### config.mk
export PLATFORM = sky130hd
export DESIGN_NAME = gate_direction_fsm
export DESIGN_NICKNAME = d
export VERILOG_FILES = /design/src/rtl/gate_pkg.sv /design/src/rtl/stall_timer.sv /design/src/rtl/gate_direction_fsm.sv
export SDC_FILE = /design/constraint.sdc
export NUM_CORES = 1
export LEC_CHECK = 0
export CAP_MARGIN = 20
export CORE_MARGIN = 3
export CORE_UTILIZATION = 40
export CTS_BUF_LIST = sky130_fd_sc_hd__clkbuf_16
export CTS_CLUSTER_DIAMETER = 150
export DETAILED_ROUTE_END_ITERATION = 16
export SLEW_MARGIN = 20
export SYNTH_ARGS = -nofsm -noshare
export SYNTH_HDL_FRONTEND = slang
export SYNTH_SLANG_ARGS = --single-unit
### constraint.sdc
create_clock -name clk -period 4.15 [get_ports clk]
set_input_delay 1.245 -clock clk [delete_from_list [all_inputs] [get_ports clk]]
set_output_delay 1.245 -clock clk [all_outputs]
set_load 0.02 [all_outputs]
### src/rtl/gate_pkg.sv
// Shared constants for the two-beam gate direction decoder.
package gate_pkg;

    localparam logic [2:0] ST_IDLE  = 3'd0;
    localparam logic [2:0] ST_IN1   = 3'd1;
    localparam logic [2:0] ST_IN2   = 3'd2;
    localparam logic [2:0] ST_IN3   = 3'd3;
    localparam logic [2:0] ST_OUT1  = 3'd4;
    localparam logic [2:0] ST_OUT2  = 3'd5;
    localparam logic [2:0] ST_OUT3  = 3'd6;
    localparam logic [2:0] ST_FAULT = 3'd7;

    typedef enum logic [2:0] {
        IDLE  = ST_IDLE,
        IN1   = ST_IN1,
        IN2   = ST_IN2,
        IN3   = ST_IN3,
        OUT1  = ST_OUT1,
        OUT2  = ST_OUT2,
        OUT3  = ST_OUT3,
        FAULT = ST_FAULT
    } state_t;

    localparam logic [1:0] BEAM_CLR = 2'b00;
    localparam logic [1:0] BEAM_A   = 2'b10;
    localparam logic [1:0] BEAM_B   = 2'b01;
    localparam logic [1:0] BEAM_AB  = 2'b11;

    localparam int TIMEOUT_DEFAULT = 200_000_000;

endpackage

### src/rtl/stall_timer.sv
// Stall counter: counts cycles spent in one non-idle state.
module stall_timer #(
    parameter int TIMEOUT_CYCLES = 200_000_000,
    parameter int TW             = 28
) (
    input  logic clk,
    input  logic reset,
    input  logic clr_i,
    input  logic en_i,
    output logic expired_o
);

    logic [TW-1:0] cnt_q, cnt_d;

    always_comb begin
        cnt_d = cnt_q;
        if (clr_i)
            cnt_d = '0;
        else if (en_i)
            cnt_d = cnt_q + 1'b1;
    end

    always_ff @(posedge clk or posedge reset) begin
        if (reset)
            cnt_q <= '0;
        else
            cnt_q <= cnt_d;
    end

    assign expired_o = (cnt_q == TW'(TIMEOUT_CYCLES - 1));

endmodule

### src/rtl/gate_direction_fsm.sv
// Direction decoder for a two-beam gate; emits entry/exit pulses.
module gate_direction_fsm
    import gate_pkg::*;
#(
    parameter int TIMEOUT_CYCLES = TIMEOUT_DEFAULT,
    parameter int TW             = 28
) (
    input  logic clk,
    input  logic reset,
    input  logic a,
    input  logic b,
    output logic car_enter,
    output logic car_exit,
    output logic busy,
    output logic fault
);

    state_t state_q, state_d;
    logic   enter_q, enter_d;
    logic   exit_q, exit_d;
    logic   expired;
    logic   tmr_clr;
    logic   tmr_en;
    logic [1:0] ab;

    assign ab = {a, b};

    always_comb begin
        state_d = state_q;
        enter_d = 1'b0;
        exit_d  = 1'b0;
        unique case (state_q)
            IDLE: begin
                if (ab == BEAM_A)       state_d = IN1;
                else if (ab == BEAM_B)  state_d = OUT1;
                else if (ab == BEAM_AB) state_d = FAULT;
            end
            IN1: begin
                if (ab == BEAM_AB)       state_d = IN2;
                else if (ab == BEAM_CLR) state_d = IDLE;
                else if (ab == BEAM_B)   state_d = FAULT;
            end
            IN2: begin
                if (ab == BEAM_B)        state_d = IN3;
                else if (ab == BEAM_A)   state_d = IN1;
                else if (ab == BEAM_CLR) state_d = FAULT;
            end
            IN3: begin
                if (ab == BEAM_CLR) begin
                    state_d = IDLE;
                    enter_d = 1'b1;
                end
                else if (ab == BEAM_AB) state_d = IN2;
                else if (ab == BEAM_A)  state_d = FAULT;
            end
            OUT1: begin
                if (ab == BEAM_AB)       state_d = OUT2;
                else if (ab == BEAM_CLR) state_d = IDLE;
                else if (ab == BEAM_A)   state_d = FAULT;
            end
            OUT2: begin
                if (ab == BEAM_A)        state_d = OUT3;
                else if (ab == BEAM_B)   state_d = OUT1;
                else if (ab == BEAM_CLR) state_d = FAULT;
            end
            OUT3: begin
                if (ab == BEAM_CLR) begin
                    state_d = IDLE;
                    exit_d  = 1'b1;
                end
                else if (ab == BEAM_AB) state_d = OUT2;
                else if (ab == BEAM_B)  state_d = FAULT;
            end
            FAULT: begin
                if (ab == BEAM_CLR) state_d = IDLE;
            end
            default: state_d = IDLE;
        endcase
        // A beam-driven move always wins over the stall timeout
        if (expired && state_d == state_q
            && state_q != IDLE && state_q != FAULT)
            state_d = FAULT;
    end

    assign tmr_clr = (state_d != state_q)
                   || (state_q == IDLE) || (state_q == FAULT);
    assign tmr_en  = 1'b1;

    stall_timer #(
        .TIMEOUT_CYCLES(TIMEOUT_CYCLES),
        .TW            (TW)
    ) u_timer (
        .clk      (clk),
        .reset    (reset),
        .clr_i    (tmr_clr),
        .en_i     (tmr_en),
        .expired_o(expired)
    );

    always_ff @(posedge clk or posedge reset) begin
        if (reset) begin
            state_q <= IDLE;
            enter_q <= 1'b0;
            exit_q  <= 1'b0;
        end else begin
            state_q <= state_d;
            enter_q <= enter_d;
            exit_q  <= exit_d;
        end
    end

    assign car_enter = enter_q;
    assign car_exit  = exit_q;
    assign busy      = (state_q != IDLE);
    assign fault     = (state_q == FAULT);

endmodule

==> summary.txt, run 1 <==
Synthesis
  – Top-count cell post-synth: nor2_1
  – Synth Area per Inst: ~9.0 um^2
  – Largest area contributor in the netlist: dfrtp_1
  – Synth Flop Type: dfrtp_1
  – Syn nets: approximately 220
  – Yosys reg bits: 33
  – EDFF count, synth: 0
  – Commonest cells post-synth: nor2_1, dfrtp_1, nand2_1
  – Area share of the largest cell type after synthesis: 42.3%
  – Post-Syn Area: 0.00195 mm^2
  – Synth top area cells: dfrtp_1, nor2_1, xor2_1
  – Warnings from Yosys: 0
  – Syn Inst Count: ~220
  – Ys async rst share: 100%
  – Sequential share of the synthesized area: about 42%
  – Synth cell types: 42

Worst setup path
  – Critical path data arrival time: roughly 3.3 ns
  – Worst R2R Setup Slack: ~1.9 ns
  – Endpoint class of the critical path: register
  – R2r startpoint: u_timer.cnt_q[0]$_DFF_PP0_
  – Startpoint Class: input port
  – Crit. Startpoint: a
  – Crit-path max FO: 27
  – Setup Crit Path Kind: in2reg
  – Required time of the critical path: 4.29 ns

STA
  – Slew headroom: a little under three fifths
  – Max Transition Viols Final: 0
  – Setup-failing EPs final: 0
  – Minimum hold slack: a little under 0.5 ns
  – Clock Skew: about 0.0047 ns
  – Fin crit period: about 3.1 ns
  – Post-route setup slack: 1.04 ns
  – Fmax: 321 MHz
  – Final period util: approximately 75%
  – TNS Setup: 0 ns
  – RSZ-0062 raised after global routing: false
  – Hold Vio Cnt, Final: 0
  – Slew of the pin with the lowest slew margin: approximately 0.66 ns

Route
  – Via count: about 1.5k
  – Routed WL: 3740 um
  – First-pass DRT Iterations: 4
  – WL per Instance: around 13 um
  – Drt drc: 0
  – Final ANT Viol Nets: 0
  – Via-to-Cell Ratio: between 5 and 6
  – Met2 routed WL: between 1500 and 2000 um
  – Wl on met1: 1930 um
  – Top layer in use: met4
  – WL met3: 84 um
  – 1st-iter DRT viols: 98

Clock tree
  – CTS Buffer Depth: 2
  – TritonCTS Buffers: 5
  – CTS resizes: 0
  – CTS tree: done
  – Clock sink total: 33
  – Clock transition at path regs: roughly 0.05 ns
  – Worst skew pair latency: roughly 0.27 ns
  – Hold-fix buffers at CTS: 0
  – H-tree level count: 2
  – Post-CTS setup buffers: 0
  – Root Driver: clkbuf_16

Floorplanning
  – Core area: about 0.0045 mm^2
  – Ports: 8
  – Initial core utilization: between 40 and 50%
  – Die ar.: around 0.0058 mm^2
  – Die H: 75.9 um
  – Die Wd: 75.9 um
  – Num rows: 24

Cells and area
  – Area grow syn2layout: 11.8%
  – FILL cells: around 430
  – Share of layout cells above drive strength 1: under 10%
  – # nets final: roughly 230
  – Final instance area: approximately 0.0022 mm^2
  – # diodes: 0

GRT
  – Global-route wire length before repair: ~6800 um
  – Largest net degree at the start of global routing: 34
  – Vias in the first global route: roughly 1.4k
  – GR Util All Layers: approximately 16%
  – Initial antenna violation count: 0
  – Total global routing overflow: 0

Pwr
  – VDD IR-drop max: ~0.00027 V
  – Clock share of power: 34.5%
  – Int Pwr: roughly 650 uW
  – Combinational power share: a little under a quarter
  – Leak pwr: ~0.00085 uW
  – Sw Ratio: a little under a third
  – P per Cell Area: between 400 and 500 mW/mm^2
  – Net Sw Power: between 300 and 400 uW
  – Sequential fraction of design power: ~43%

Place
  – Gp weighted congestion: just over 0.8
  – PortBufs: 7
  – Post-DP HPWL: approximately 2600 um
  – Cell Area, Placed: between 0.002 and 0.0025 mm^2
  – Pre-CTS setup slack: roughly 0.76 ns

Outcome
  – Status: finished clean

Flow run
  – Max-Cap Viols: 0

Worst hold path
  – Worst hold start: u_timer.cnt_q[0]$_DFF_PP0_
  – Type of the worst min-delay path: reg2reg
## flip-flops by register name, indices dropped and copies added, names as in the netlist
register,cells
state_q,3
u_timer.cnt_q,28
car_enter,1
car_exit,1
## critical path, cell delays in order
cell and delay (ns):
clkdlybuf4s50_1 0.64, nor2b_1 0.24, a221o_1 0.35, a32oi_1 0.24
or2_1 0.13, buf_4 0.28, nor2_1 0.10
## cells by family (layout without fill, tap and decap cells)
kind of cell               count (synthesis)  in the layout  share of synthesized area, %
AOI/OAI and AO/OA                         16             16                          5.83
xor gates and xnor gates                  26             26                          11.7
and+or+nand+nor                          125            125                          35.3
adders and majority gates                  1              1                         0.641
DFF                                       33             33                          42.3
buffers and inverters                     16             20                          4.29
## layout by cell type, fill, tap and decap left out, drive strengths merged, types with 2 or more instances in the layout
| master | synthesis | routed |
|---|---|---|
| o21ai | 5 | 5 |
| buf | 3 | 2 |
| a221o | 2 | 2 |
| dfrtp | 33 | 33 |
| nor4b | 4 | 4 |
| a32oi | 2 | 2 |
| nor2b | 5 | 5 |
| xnor2 | 12 | 12 |
| nor3b | 2 | 2 |
| clkbuf | 9 | 5 |
| or2 | 3 | 3 |
| inv | 4 | 5 |
| or4 | 2 | 2 |
| nand2 | 21 | 21 |
| nand2b | 2 | 2 |
| nor3 | 5 | 5 |
| clkdlybuf4s50 | 0 | 7 |
| and4 | 2 | 2 |
| nand4 | 11 | 11 |
| nor2 | 42 | 42 |
| and3 | 3 | 3 |
| xor2 | 14 | 14 |
| nor4 | 6 | 6 |
| nand3 | 13 | 13 |
## per-layer routing
layer	track usage, %	up-vias
met5	0	-
li1	-	754
met4	5.24	0
met1	22.8	685
met3	4.35	2
met2	22.7	19
## power groups by stage
| stage | Sequential, uW | Combinational [uW] | Clock (uW) |
|---|---|---|---|
| after floorplan | 370 | 226 | 0 |
| after global placement | 415 | 218 | 0 |
| after detailed placement | 415 | 218 | 0 |
| after CTS | 409 | 219 | 342 |
| after global routing | 419 | 242 | 361 |
| final | 410 | 215 | 329 |
## worst paths after layout
path	endpoint	depth (start not counted)
max	u_timer.cnt_q[24]$_DFF_PP0_	7
min	u_timer.cnt_q[0]$_DFF_PP0_	1
max reg2reg	u_timer.cnt_q[24]$_DFF_PP0_	7
min reg2reg	u_timer.cnt_q[0]$_DFF_PP0_	1
max in group asynchronous	u_timer.cnt_q[22]$_DFF_PP0_	3
min in group asynchronous	car_enter$_DFF_PP0_	3
## cell type report
type                            count  area (um^2)  share of cell area, %
Multi-Input combinational cell    168         1040                   47.8
Inverter                            4         15.0                  0.688
Sequential cell                    33          826                   37.8
Clock inverter                      2         7.51                  0.344
Tap cell                           65         81.3                   3.72
Timing Repair Buffer                9         85.1                   3.90
Clock buffer                        5          125                   5.73
## metrics by stage
stage,total power (uW),std cells,util [%]
floorplan,596,217,-
CTS,970,286,48.2
global placement,633,279,45.2
detailed placement,633,279,45.2
finish,954,286,48.2
global route,1020,286,48.2
No activity file was read; power rests on OpenSTA's default activity.
==> run 2, diff against run 1 <==
==> constraint.sdc (replaced) <==
create_clock -name clk -period 2.5 [get_ports clk]
set_input_delay 0.75 -clock clk [delete_from_list [all_inputs] [get_ports clk]]
set_output_delay 0.75 -clock clk [all_outputs]
set_load 0.02 [all_outputs]
==> run 2 against run 1 <==
  * First-iteration DRC count up 17%
  * Final cell count up 2.8%
  * Clock power up 100%
  * Wire length down 0.99%
  * Hold slack worse by 0.014 ns
  * Critical endpoint is now fault
  * Largest power group is now the clock network
  * Highest routed layer unchanged
==> summary.txt, run 2 (synthesized netlist as in run 1, its figures left out) <==
Worst setup path
  – Delay-heaviest family, CP: buffers and inverters
  – Endpoint class of the critical path: output pin
  – Cell Chain, Critical Path: buf_4 > and3_1 > clkdlybuf4s50_1
  – Crit-path max FO: 18 (-33%)
  – R2r startpoint: u_timer.cnt_q[0]$_DFF_PP0_
  – Reg-to-reg endpoint: u_timer.cnt_q[5]$_DFF_PP0_
  – Worst path slowest cell: clkdlybuf4s50_1
  – Worst stage delay on the critical path: 0.60 ns (-0.04 ns)
  – Worst Reg-to-Reg Cells: 7 (unchanged)
  – CP endpoint: fault
  – Buf+Inv Stages, Crit Path: 2 (unchanged)
  – Required time of the critical path: 1.75 ns (-2.54 ns)
  – Crit. Startpoint: state_q[0]$_DFF_PP0_
  – Setup Crit Path Kind: reg2out
  – Critical path data arrival time: 1.57 ns (-1.68 ns)
  – Worst R2R Setup Slack: 0.40 ns (-1.53 ns)
  – Startpoint Class: register
  – Critical path depth: 3 (-4)

Cells and area
  – # diodes: 0 (unchanged)
  – Largest register FFs: 28 (unchanged)
  – Largest regs: u_timer.cnt_q (28), state_q (3)
  – FILL cells: 441 (+3.3%)
  – Core Util, Final: 50.4% (+2.2 points)
  – Most flop-heavy register: u_timer.cnt_q
  – Most common cell after layout, fill and taps aside: nor2_1
  – Area grow syn2layout: 16.9%
  – Post-route insts no fill: 294 (+2.8%)
  – # nets final: 234 (+3.5%)
  – Most frequent cells in the layout: nor2_1, dfrtp_1, nand2_1
  – Share of layout cells above drive strength 1: 11.8% (+4.1 points)

Clock tree
  – TritonCTS Buffers: 5 (unchanged)
  – H-tree level count: 2 (unchanged)
  – CTS resizes: 0 (unchanged)
  – Root Driver: clkbuf_16
  – Hold-fix buffers at CTS: 0 (unchanged)
  – Worst skew pair latency: 0.27 ns (about the same)
  – Post-CTS setup buffers: 0 (unchanged)
  – CTS tree: done
  – CTS Buffer Depth: 2 (unchanged)
  – Clock transition at path regs: 0.05 ns (about the same)
  – Clock sink total: 33 (unchanged)

GRT
  – Most Crowded Layer GR: met1
  – Largest net degree at the start of global routing: 34 (unchanged)
  – Vias in the first global route: 1378 (-1.3%)
  – Routing usage on met2: 20.2% (-2.6 points)
  – GR Util All Layers: 14.8% (-1.1 points)
  – Initial antenna violation count: 0 (unchanged)
  – Met3 Use GR: 4.49% (+0.13 points)
  – Met1 usage: 21.6% (-1.2 points)
  – Global-route wire length before repair: 6410 um (-6.3%)
  – Total global routing overflow: 0 (unchanged)

STA
  – Fin crit period: about 2.3 ns
  – Slew of the pin with the lowest slew margin: 0.623 ns (-0.0365 ns)
  – Final period util: 92.9%
  – Setup-failing EPs final: 0 (unchanged)
  – Slew headroom: 58.1% (+2.5 points)
  – TNS Setup: 0 ns (unchanged)
  – RSZ-0062 raised after global routing: false
  – Max Transition Viols Final: 0 (unchanged)
  – Fmax: around 430 MHz
  – Hold Vio Cnt, Final: 0 (unchanged)
  – Clock Skew: 0.00607 ns (+0.00141 ns)
  – Minimum hold slack: 0.482 ns (-0.0135 ns)

Floorplanning
  – Core area: 0.00453 mm^2 (unchanged)
  – Die H: 75.9 um (unchanged)
  – Die Wd: 75.9 um (unchanged)
  – Ports: 8 (unchanged)
  – Num rows: 24 (unchanged)
  – Die ar.: 0.00576 mm^2 (unchanged)
  – Initial core utilization: 43.1% (unchanged)

Route
  – First-pass DRT Iterations: 4 (unchanged)
  – Via count: 1537 (+5.3%)
  – Routed WL: 3710 um (-0.99%)
  – 1st-iter DRT viols: 115 (+17%)
  – Drt drc: 0 (unchanged)
  – Final ANT Viol Nets: 0 (unchanged)
  – Via-to-Cell Ratio: 5.23 (+2.4%)
  – WL per Instance: 12.6 um (-3.7%)

Pwr
  – Leak pwr: 0.000904 uW (+6.6%)
  – VDD IR-drop max: 0.000358 V (+35%)
  – Overall Power: 1780 uW (+87%)
  – P per Cell Area: 780 mW/mm^2 (+78%)

Place
  – Post-DP HPWL: 2610 um (+0.15%)
  – DP Cell Count: 287 (+2.9%)
  – Gp weighted congestion: 0.886 (+6.6%)
  – PortBufs: 7 (unchanged)

Flow run
  – Max-Cap Viols: 0 (unchanged)

Worst hold path
  – Type of the worst min-delay path: reg2reg

Outcome
  – Status: finished clean
run 2: changes by cell type in the layout (fill, tap and decap cells not counted), sizes merged:
cell | previous run | this run
bufinv | 0 | 1
inv | 5 | 4
buf | 2 | 10
run 2: how the worst min path moves through the flow:
stage                                  to                       start  slack (ns)  cells past startpoint
4_1_cts        u_timer.cnt_q[0]$_DFF_PP0_  u_timer.cnt_q[0]$_DFF_PP0_        0.49                      1
3_3_place_gp   u_timer.cnt_q[0]$_DFF_PP0_  u_timer.cnt_q[0]$_DFF_PP0_        0.48                      1
6_report       u_timer.cnt_q[0]$_DFF_PP0_  u_timer.cnt_q[0]$_DFF_PP0_        0.48                      1
2_1_floorplan  u_timer.cnt_q[0]$_DFF_PP0_  u_timer.cnt_q[0]$_DFF_PP0_        0.45                      1
5_1_grt        u_timer.cnt_q[0]$_DFF_PP0_  u_timer.cnt_q[0]$_DFF_PP0_        0.52                      1
3_5_place_dp   u_timer.cnt_q[0]$_DFF_PP0_  u_timer.cnt_q[0]$_DFF_PP0_        0.48                      1
run 2: power breakdown:
part / switching, uW / total, uW / internal (uW)
registers: 26.9 / 602 / 575
clock network: 206 / 667 / 461
logic: 299 / 512 / 212
run 2: cell type report:
class	instances	area, um^2	share of cell area (%)
multi-input combinational	168	1040	45.7
clock buffer	5	125	5.48
sequential	33	826	36.2
inverter	4	15.0	0.658
timing repair buffer	17	158	6.90
tap	65	81.3	3.56
clock inverter	2	35.0	1.53
run 2: layer usage:
metal	share of wire [%]	routed length, um
met1	53	1950
met2	41	1530
met3	4.6	170
met4	1.5	55
met5	0	0
run 2: stage by stage:
step	cell area, um^2	worst slack (ns)
after global routing	2280	0.0932
final	2280	0.177
after CTS	2280	0.161
after floorplan	1950	0.571
after global placement	2120	0.0359
after detailed placement	2120	0.0304
